[src/rtl/writeback_stage.sv]
// rtl/writeback_stage.sv - MEM/WB pipeline register and register-file write-back driver
//
// Purpose:
//   Captures the instruction retiring from the MEM stage, extends load data,
//   holds the stage while a slow data-memory return is outstanding, and drives
//   the register-file write port. Every write-port output is registered so it
//   only moves at posedge; the register file samples it at the following negedge.
//
// Ports:
//   clock, reset_n          clock and asynchronous active-low reset
//   in_valid .. in_link_addr instruction presented by the MEM stage
//   flush                   drop the incoming instruction / kill a pending load
//   mem_read_data/_valid    data-memory return word and its qualifier
//   wb_stall                high while a load is waiting on memory
//   control_reg_write/_write_id/reg_write_value  register-file write port
//   retired_count           committed-instruction counter (wraps)

module writeback_stage #(
  parameter int         COUNT_WIDTH = 32,
  parameter logic [4:0] LINK_REG    = 5'd31
) (
  input  logic                   clock,
  input  logic                   reset_n,
  input  logic                   in_valid,
  input  logic                   in_reg_write,
  input  logic [4:0]             in_write_id,
  input  logic [31:0]            in_alu_result,
  input  logic                   in_mem_to_reg,
  input  logic [1:0]             in_load_size,
  input  logic                   in_load_unsigned,
  input  logic [1:0]             in_byte_offset,
  input  logic                   in_link,
  input  logic [31:0]            in_link_addr,
  input  logic                   flush,
  input  logic [31:0]            mem_read_data,
  input  logic                   mem_data_valid,
  output logic                   wb_stall,
  output logic                   control_reg_write,
  output logic [4:0]             control_write_id,
  output logic [31:0]            reg_write_value,
  output logic [COUNT_WIDTH-1:0] retired_count
);

  typedef enum logic [1:0] {
    S_IDLE   = 2'd0,
    S_COMMIT = 2'd1,
    S_WAIT   = 2'd2
  } state_t;

  state_t r_state;
  state_t w_next_state;

  // Entry fields kept while a load waits on memory.
  logic       r_p_reg_write;
  logic [4:0] r_p_write_id;
  logic [1:0] r_p_load_size;
  logic       r_p_unsigned;
  logic [1:0] r_p_offset;

  logic                   r_wr;
  logic [4:0]             r_id;
  logic [31:0]            r_value;
  logic [COUNT_WIDTH-1:0] r_count;

  logic        w_wr;
  logic [4:0]  w_id;
  logic [31:0] w_value;
  logic        w_latch;

  // Sub-word select and extension; size 2'b11 is treated as a full word.
  function automatic logic [31:0] f_ext(input logic [31:0] word, input logic [1:0] size,
                                        input logic uns, input logic [1:0] off);
    logic [7:0]  b;
    logic [15:0] h;
    b = 8'(word >> {off, 3'b000});
    h = off[1] ? word[31:16] : word[15:0];
    case (size)
      2'b01:   f_ext = uns ? {16'h0000, h} : {{16{h[15]}}, h};
      2'b10:   f_ext = uns ? {24'h000000, b} : {{24{b[7]}}, b};
      default: f_ext = word;
    endcase
  endfunction

  always_ff @(posedge clock or negedge reset_n) begin
    if (!reset_n) r_state <= S_IDLE;
    else          r_state <= w_next_state;
  end

  always_comb begin
    w_next_state = S_IDLE;
    w_wr         = 1'b0;
    w_id         = r_id;
    w_value      = r_value;
    w_latch      = 1'b0;
    case (r_state)
      S_WAIT: begin
        if (flush) begin
          w_next_state = S_IDLE;
        end else if (mem_data_valid) begin
          w_next_state = S_COMMIT;
          w_wr         = r_p_reg_write && (r_p_write_id != 5'd0);
          w_id         = r_p_write_id;
          w_value      = f_ext(mem_read_data, r_p_load_size, r_p_unsigned, r_p_offset);
        end else begin
          w_next_state = S_WAIT;
        end
      end
      default: begin
        // IDLE and COMMIT both capture; this gives back-to-back commits at 1 IPC.
        if (in_valid && !flush) begin
          if (in_link) begin
            w_next_state = S_COMMIT;
            w_wr         = (LINK_REG != 5'd0);
            w_id         = LINK_REG;
            w_value      = in_link_addr;
          end else if (in_mem_to_reg && !mem_data_valid) begin
            w_next_state = S_WAIT;
            w_latch      = 1'b1;
          end else begin
            w_next_state = S_COMMIT;
            w_wr         = in_reg_write && (in_write_id != 5'd0);
            w_id         = in_write_id;
            w_value      = in_mem_to_reg
                         ? f_ext(mem_read_data, in_load_size, in_load_unsigned, in_byte_offset)
                         : in_alu_result;
          end
        end
      end
    endcase
  end

  always_ff @(posedge clock or negedge reset_n) begin
    if (!reset_n) begin
      r_p_reg_write <= 1'b0;
      r_p_write_id  <= 5'd0;
      r_p_load_size <= 2'd0;
      r_p_unsigned  <= 1'b0;
      r_p_offset    <= 2'd0;
      r_wr          <= 1'b0;
      r_id          <= 5'd0;
      r_value       <= 32'd0;
      r_count       <= '0;
    end else begin
      if (w_latch) begin
        r_p_reg_write <= in_reg_write;
        r_p_write_id  <= in_write_id;
        r_p_load_size <= in_load_size;
        r_p_unsigned  <= in_load_unsigned;
        r_p_offset    <= in_byte_offset;
      end
      r_wr    <= w_wr;
      r_id    <= w_id;
      r_value <= w_value;
      // Counted on the edge that leaves COMMIT, writing or not.
      if (r_state == S_COMMIT) r_count <= r_count + 1'b1;
    end
  end

  assign wb_stall          = (r_state == S_WAIT);
  assign control_reg_write = r_wr;
  assign control_write_id  = r_id;
  assign reg_write_value   = r_value;
  assign retired_count     = r_count;

endmodule

[config.mk]
export PLATFORM = sky130hd
export DESIGN_NAME = writeback_stage
export DESIGN_NICKNAME = d
export VERILOG_FILES = /design/src/rtl/writeback_stage.sv
export SDC_FILE = /design/constraint.sdc
export NUM_CORES = 1
export LEC_CHECK = 0
export CORE_ASPECT_RATIO = 0.8
export CORE_MARGIN = 1.5
export CORE_UTILIZATION = 46
export CTS_CLUSTER_DIAMETER = 40
export DETAILED_ROUTE_END_ITERATION = 7
export GPL_TIMING_DRIVEN = 0
export PLACE_DENSITY = 0.8
export SETUP_SLACK_MARGIN = 0.1
export SLEW_MARGIN = 20
export SYNTH_ARGS = -nofsm -noshare
export SYNTH_HDL_FRONTEND = slang
export SYNTH_SLANG_ARGS = --single-unit
export TNS_END_PERCENT = 30
[constraint.sdc]
create_clock -name clock -period 2.8 [get_ports clock]
set_input_delay 0.84 -clock clock [delete_from_list [all_inputs] [get_ports clock]]
set_output_delay 0.84 -clock clock [all_outputs]
set_load 0.1 [all_outputs]
Yosys cells after proc, flatten, opt, wreduce, memory -nomap -nowiden
Index checks and enable logic that the tools add are counted.
- flip-flop bits (word level): 83
- output and inout bits: 71
- add/subtract/negate cells: 1
- equality and inequality tests: 9
- shift-type cells: 2
- mux-type cells: 37
- reductions and logical operators: 10
- operators with widths (kind ; count):
    32-bit 2-to-1 mux ; 11
    32-bit one-hot mux with 2 select lines ; 2
    32-bit by 5-bit >> shifter with 8-bit output ; 2
    32-bit by 1-bit adder with 32-bit output, second input constant ; 1
    16-bit 2-to-1 mux ; 2
    5-bit 2-to-1 mux ; 6
    2-bit 2-to-1 mux ; 6
    1-bit 2-to-1 mux ; 10
    5-bit nonzero test ; 2
    2-bit by 1-bit == test with 1-bit output, second input constant ; 3
    2-bit == test, second input constant ; 3
    1-bit logical AND ; 4
    2-bit inequality test, second input constant ; 2
    4-bit AND reduction ; 1
    3-bit inequality test, second input constant ; 1
    1-bit logical NOT ; 2
    2-bit nonzero test ; 1

Longest topological paths before layout
Gate-level depths: netlist of run 1.
- word-level depth: 8
- gate-level depth with buffers: 9
- mapped depth without buffers: 7

Worst setup path after synthesis of run 1
OpenSTA, ideal clock, no wires.
- kind: register -> output
- from: register r_state[0]
- to: output wb_stall
- arrival time: 1758 ps
- required time: 1960 ps
- path slack: 202 ps
- stages on the path, launching flop included: 5
- cell sequence: dfrtp_1 nand2b_1 buf_2 inv_1 buf_1
- longest elaborated chain between the ends: 1
- RTL lines (what ; line ; text):
    from (decl) ; 50 ; state_t r_state;
    from (signal assigned) ; 86 ; else r_state <= w_next_state;
    2-bit == test ; 159 ; assign wb_stall = (r_state == S_WAIT);
    to (decl) ; 37 ; output logic wb_stall,
No other way between the ends.

Worst setup path in the final report of run 1
- from: input mem_read_data[23]
- to: register r_value[15], in the netlist reg_write_value[15]
- longest elaborated chain between the ends: 8
- elaborated cells on any way between the ends: 13
- classes of those cells: shift (2); mux (11)
- RTL lines (what ; line ; text):
    from (decl) ; 35 ; input logic [31:0] mem_read_data,
    32-bit by 5-bit >> shifter with 8-bit output ; 75 ; b = 8'(word >> {off, 3'b000});
    32-bit 2-to-1 mux ; 79 ; 2'b10: f_ext = uns ? {24'h000000, b} : {{24{b[7]}}, b};
    32-bit one-hot mux with 2 select lines ; 77 ; case (size)
    32-bit 2-to-1 mux ; 124 ; ? f_ext(mem_read_data, in_load_size, in_load_unsigned, in_byte_offset)
    32-bit 2-to-1 mux ; 116 ; end else if (in_mem_to_reg && !mem_data_valid) begin
    32-bit 2-to-1 mux ; 111 ; if (in_link) begin
    32-bit 2-to-1 mux ; 110 ; if (in_valid && !flush) begin
    32-bit 2-to-1 mux * ; 95 ; case (r_state)
    to (signal assigned) ; 153 ; r_value <= w_value;
    to (decl) ; 62 ; logic [31:0] r_value;
Mark *: on every way between the ends. The rest lies on a longest branch, timed or not. The select of a mux whose other input is x is not followed.
A chain may end at the register's enable or synchronous reset.

==> metrics.yaml, run 1 <==
clk_pin_slew_ps: 60
end_kind: "register"
grt_pass1_wl_mm: 31.08
ys_types: 52
synthXorXnorAreaFrac: 0.05082
port_buffers: 183
synthMuxAreaShare: 0.05714
antenna_cells: 0
start_util: 0.4812
avgRoutedWirePerCell_microns: 21.74
synthTopCellsByArea: "dfrtp_1 39%, a21oi_1 6.7%, mux2_2 5.1%"
synth_edf_count: 0
synthAdderAreaFrac: 0.01171
cp.arrival_ps: 2980
core_sq_mm: 0.01110
cp_max_fo: 8
synth_seq_area_share: 0.3888
cts_tree: "yes"
grt_pass1_vias: 5726
hp-class: "in2async"
placed_area_sq_mm: 0.007380
place_worst_setup_slack_ps: -717.3
clockBufferDepth: 2
finalNetCount: 910
vdd_drop_max_uv: 337.6
worstPathRequired_ps: 3030
antenna_left: 0
wl_mm: 20.44
min_period_ps: 2753
slew_headroom: 0.3195
switching_share: 0.4570
period_share: 0.9833
vias: 5928
p_comb_frac: 0.459
numCtsBuffers: 9
area_delta_synth_final_pct: 45.22
yosysWarningCount: 0
post-synth-top-area-fraction: 0.3888
finalClockSkew_ps: 7.598
grt_use_met1: 0.4700
power_frac_clock: 0.250
antenna_found_initial: 0
grt_max_degree: 57
p_total_mw: 5.258
ios: 185
route.detailed.drc: 0
worstSetupPathType: "in2reg"
switchingPower_mw: 2.403
fin_tns_setup_ps: 0
dieArea_sq_mm: 0.01227
power.leakage_nw: 3.276
synthCells: 595
cp-start-kind: "input pin"
synth_nets: 714
yosysMostFrequentCell: "dfrtp_1"
via_per_inst: 6.306
gr-usage-met3: 0.07454
top_usage_layer: "met2"
seqPwrFrac: 0.290
synth-seq-cells: 83
clock_sinks: 83
synth_common_cells: "83 x dfrtp_1, 71 x a21oi_1, 42 x nand2_1, 31 x a211oi_1, 29 x o22ai_1"
setup_slack_ps: 46.83
drtIter0Drc: 672
ys_async_sr_fraction: 1.000
synth-compound-area-share: 0.2658
dieWidth_microns: 123.5
drive_gt1_frac: 0.1143
use_met2: 0.5137
fin_util: 0.6988
cell_internal_pwr_mw: 2.855
synth_top_family_by_area: "compound AO/OA/AOI/OAI gates"
die_y_microns: 99.39
avgSynthCellArea_sq_um: 8.979
yosys.area.top_type: "dfrtp_1"
synth-simple-area-share: 0.1838
p_per_area_mw_per_mm2: 677.7
fillers: 857
dp.final_hpwl_mm: 15.21
synth_ff_type: "dfrtp_1"
max_freq_ghz: 0.3632
outcome: "completed"
setup_viol: 0
clk_latency_ps: 350
gr-total-overflow: 0
drv_cap: 0
grt_usage: 0.3339
rows: 34
cts_root_buf: "clkbuf_16"
postCtsHoldBufs: 0
worst_slew_pin_slew_ps: 1016
rsz0062_at_grt: "yes"
first_pass_iters: 5
htree_levels: 3
fin_area_sq_mm: 0.007759
gp_congestion: 0.9526
finalHoldViolCount: 0
syn_area_sq_mm: 0.005343
maxSlewViolCount: 0
==> stage by stage <==
| stage | cells | hold WS (ps) |
|---|---|---|
| 3_5_place_dp | 923 | 466.8 |
| 5_1_grt | 940 | 451.0 |
| 6_report | 940 | 428.1 |
| 3_3_place_gp | 922 | 460.6 |
| 2_1_floorplan | 595 | 473.4 |
| 4_1_cts | 940 | 434.9 |
==> power groups by stage <==
stage                     Clock, mW  Sequential, mW  Combinational, mW
final                          1.32            1.53               2.41
after global routing           1.36            1.55               2.50
after CTS                      1.33            1.52               2.38
after detailed placement          0            1.55               2.42
after global placement            0            1.54               2.39
after floorplan                   0            2.55              0.646
==> critical path: stages <==
cell,delay (ps)
clkdlybuf4s50_1,530
mux2_2,390
a2111oi_4,730
a211oi_1,180
a221o_1,310
==> state kept, by name (all words and copies together) (netlist names) <==
signal and flops:
r_p_unsigned 1, r_p_offset 2, r_p_load_size 2, r_state 2, reg_write_value 32, control_reg_write 1, r_p_reg_write 1, r_p_write_id 5
control_write_id 5, retired_count 32
==> path summary, 6_finish.rpt <==
check / cells after the start / end / start / slack (ps)
setup / recovery: 5 / reg_write_value[15] / mem_read_data[23] / 50
hold / removal: 1 / retired_count[6] / reset_n / 430
setup reg to reg: 7 / reg_write_value[11] / r_p_load_size[0] / 400
hold reg to reg: 1 / retired_count[31] / retired_count[31] / 480
max in group asynchronous: 2 / reg_write_value[6] / reset_n / 1750
min in group clock: 1 / retired_count[31] / retired_count[31] / 480
==> placed cells by master (no fill, tap or decap), types with 3 or more instances in the layout <==
cell,synthesis,routed
clkbuf_4,0,6
dlygate4sd2_1,0,57
buf_2,11,12
nand4_1,7,7
o211ai_1,3,3
nand2b_1,22,21
clkbuf_1,19,12
xnor2_1,25,25
and2_1,5,5
o21ai_0,25,25
clkbuf_2,0,5
nor2_1,15,15
buf_4,3,5
xor2_1,6,6
nor2b_1,25,25
nand2_1,42,42
a211oi_1,31,30
mux2_2,24,24
or3_1,14,14
nand3_1,28,28
a221o_1,9,9
a22o_1,7,7
dfrtp_1,83,83
nor3_1,4,4
clkbuf_16,0,9
o21a_1,8,8
and3_1,5,5
a22oi_2,0,4
inv_1,14,12
ha_1,5,4
a32oi_1,9,8
a21oi_1,71,68
a22oi_1,7,3
a221oi_1,7,7
o22ai_1,29,29
clkdlybuf4s50_1,0,122
==> cells by family (layout without fill, tap and decap cells) <==
kind of cell / Yosys count / after routing
AOI/OAI and AO/OA: 216 / 216
xor gates and xnor gates: 31 / 31
buffers and inverters: 53 / 254
DFF: 83 / 83
adders and majority gates: 5 / 5
muxes: 27 / 27
and+or+nand+nor: 180 / 180
==> what timing repair did <==
| item | 4_1_cts | 5_1_grt |
|---|---|---|
| setup buffers | 1 | 0 |
| pin swaps | 4 | 2 |
| cloned | 0 | 0 |
| endpoints found under the setup margin | 86 | 48 |
| gates resized for setup | 90 | 14 |
==> routing by layer <==
| metal | up-vias | part of all wire |
|---|---|---|
| li1 | 2622 | - |
| met1 | 2822 | 0.41 |
| met2 | 422 | 0.45 |
| met3 | 62 | 0.11 |
| met4 | 0 | 0.030 |
| met5 | - | 0 |
==> layout make-up <==
cell class                 count  area, sq um  share of cell area
multi-input combinational    459         3124              0.4027
sequential                    83         2077              0.2677
timing repair buffer         185         1795              0.2314
clock buffer                   9        225.2             0.02903
buffer                        39        205.2             0.02645
tap                          144        180.2             0.02322
clock inverter                 7        98.84             0.01274
inverter                      14        52.55            0.006773
Note: power is estimated with default switching activity, not from simulation.
==> inputs of run 2 (changes only) <==
==> constraint.sdc (replaced) <==
create_clock -name clock -period 3 [get_ports clock]
set_input_delay 0.9 -clock clock [delete_from_list [all_inputs] [get_ports clock]]
set_output_delay 0.9 -clock clock [all_outputs]
set_load 0.1 [all_outputs]
==> metrics.yaml, run 2 (synthesized netlist as in run 1, its figures left out) <==
max_freq_ghz: 0.3391
rows: 34  # unchanged
period_share: 0.9830
worst_slew_pin_slew_ps: 1078  # +61.57 ps
postCtsHoldBufs: 0  # unchanged
grt_pass1_wl_mm: 30.72  # -1.2%
route.detailed.drc: 0  # unchanged
maxSlewViolCount: 0  # unchanged
antenna_cells: 0  # unchanged
antenna_found_initial: 0  # unchanged
drtIter0Drc: 698  # +3.9%
outcome: "completed"
clockBufferDepth: 2  # unchanged
core_sq_mm: 0.01110  # unchanged
final_cell_mix: "181 x clkdlybuf4s50_1, 83 x dfrtp_1, 69 x a21oi_1"
end_kind: "register"
port_buffers: 183  # unchanged
vias: 5849  # -1.3%
vdd_drop_max_uv: 332.1  # -1.6%
htree_levels: 3  # unchanged
ios: 185  # unchanged
clk_pin_slew_ps: 70  # about the same
avgRoutedWirePerCell_microns: 21.48  # -1.2%
drive_gt1_frac: 0.09422  # -0.02010
finalHoldViolCount: 0  # unchanged
die_y_microns: 99.39  # unchanged
dieArea_sq_mm: 0.01227  # unchanged
dieWidth_microns: 123.5  # unchanged
numCtsBuffers: 9  # unchanged
cp.arrival_ps: 3200  # +220 ps
hp-class: "reg2reg"
via_per_inst: 6.222  # -1.3%
cp_max_fo: 10  # +2
rsz0062_at_grt: "yes"
min_period_ps: 2949
drv_cap: 0  # unchanged
area_delta_synth_final_pct: 44.75
fin_util: 0.6965  # -0.002254
slew_headroom: 0.2782  # -0.04123
stdcell_count: 940  # unchanged
fillers: 857  # unchanged
p_per_area_mw_per_mm2: 640.6  # -5.5%
mostFrequentLayoutCell: "clkdlybuf4s50_1"
cp-start-kind: "input pin"
p_total_mw: 4.954  # -5.8%
worstPathRequired_ps: 3250  # +220 ps
cts_root_buf: "clkbuf_16"
antenna_left: 0  # unchanged
grt_max_degree: 57  # unchanged
place_worst_setup_slack_ps: -577.3  # +140.0 ps
start_util: 0.4812  # unchanged
gp_congestion: 0.9526  # unchanged
grt_usage: 0.3302  # -0.003777
setup_viol: 0  # unchanged
wl_mm: 20.19  # -1.2%
finalClockSkew_ps: 7.605  # +0.006690 ps
finalNetCount: 910  # unchanged
dp_cells: 923  # unchanged
gr-total-overflow: 0  # unchanged
setup_slack_ps: 50.89  # +4.068 ps
power.leakage_nw: 3.056  # -6.7%
clock_sinks: 83  # unchanged
worstSetupPathType: "in2reg"
first_pass_iters: 6  # +1
clk_latency_ps: 350  # about the same
fin_tns_setup_ps: 0  # unchanged
cts_tree: "yes"
grt_pass1_vias: 5650  # -1.3%
dp.final_hpwl_mm: 15.21  # unchanged
==> run 2: cell types whose count changed in the layout (fill, tap and decap cells not counted), moves of 4 or more <==
cell,change
a22oi_1,+4
a22oi_2,-4
clkdlybuf4s50_1,+59
clkbuf_4,-6
dlygate4sd2_1,-57
==> run 2: final timing paths <==
check	startpoint	end	slack (ps)	depth (start not counted)
max in group asynchronous	reset_n	reg_write_value[0]	1890	2
max reg2reg	r_p_load_size[1]	reg_write_value[24]	570	9
min reg2reg	control_write_id[0]	control_write_id[0]	480	2
min	control_write_id[0]	control_write_id[0]	480	2
max	in_load_size[0]	reg_write_value[17]	50	9
min in group asynchronous	reset_n	retired_count[6]	490	1
==> run 2: cell type report <==
| cell class | instances | area [sq um] | area share |
|---|---|---|---|
| Clock buffer | 9 | 225.2 | 0.02912 |
| Multi-Input combinational cell | 459 | 3054 | 0.3949 |
| Buffer | 38 | 176.4 | 0.02281 |
| Clock inverter | 7 | 98.84 | 0.01278 |
| Timing Repair Buffer | 186 | 1869 | 0.2417 |
| Inverter | 14 | 52.55 | 0.006795 |
| Sequential cell | 83 | 2077 | 0.2686 |
| Tap cell | 144 | 180.2 | 0.02330 |
==> run 2: layer usage <==
| metal | global-route usage | wire (microns) | vias up |
|---|---|---|---|
| met2 | 0.5034 | 9090 | 388 |
| li1 | - | - | 2621 |
| met1 | 0.4711 | 8495 | 2786 |
| met5 | 0 | 0 | - |
| met3 | 0.06938 | 2129 | 54 |
| met4 | 0.1008 | 477 | 0 |
==> run 2: where the power goes <==
part	switching [mW]	internal, mW
clock network	0.492	0.736
registers	0.140	1.29
logic	1.60	0.698
==> run 2: per-stage QoR <==
step	instance area [sq um]	hold WS (ps)
after CTS	7717	486.4
after global placement	7355	460.6
after detailed placement	7380	466.8
final	7734	482.9
after floorplan	5343	473.4
after global routing	7734	500.3
==> run 2: repair_timing <==
| item | in CTS | in global routing |
|---|---|---|
| resized for setup | 12 | 6 |
| pin swaps | 1 | 1 |
| buffers inserted | 1 | 1 |
| setup endpoints to repair | 29 | 35 |
==> run 2: worst max-delay path: stages <==
cell             delay [ps]
clkdlybuf4s50_1         540
inv_1                    90
ha_1                    400
clkbuf_2                280
buf_2                   310
nand3_1                 120
a21oi_1                 190
a21oi_1                  80
a211oi_1                290
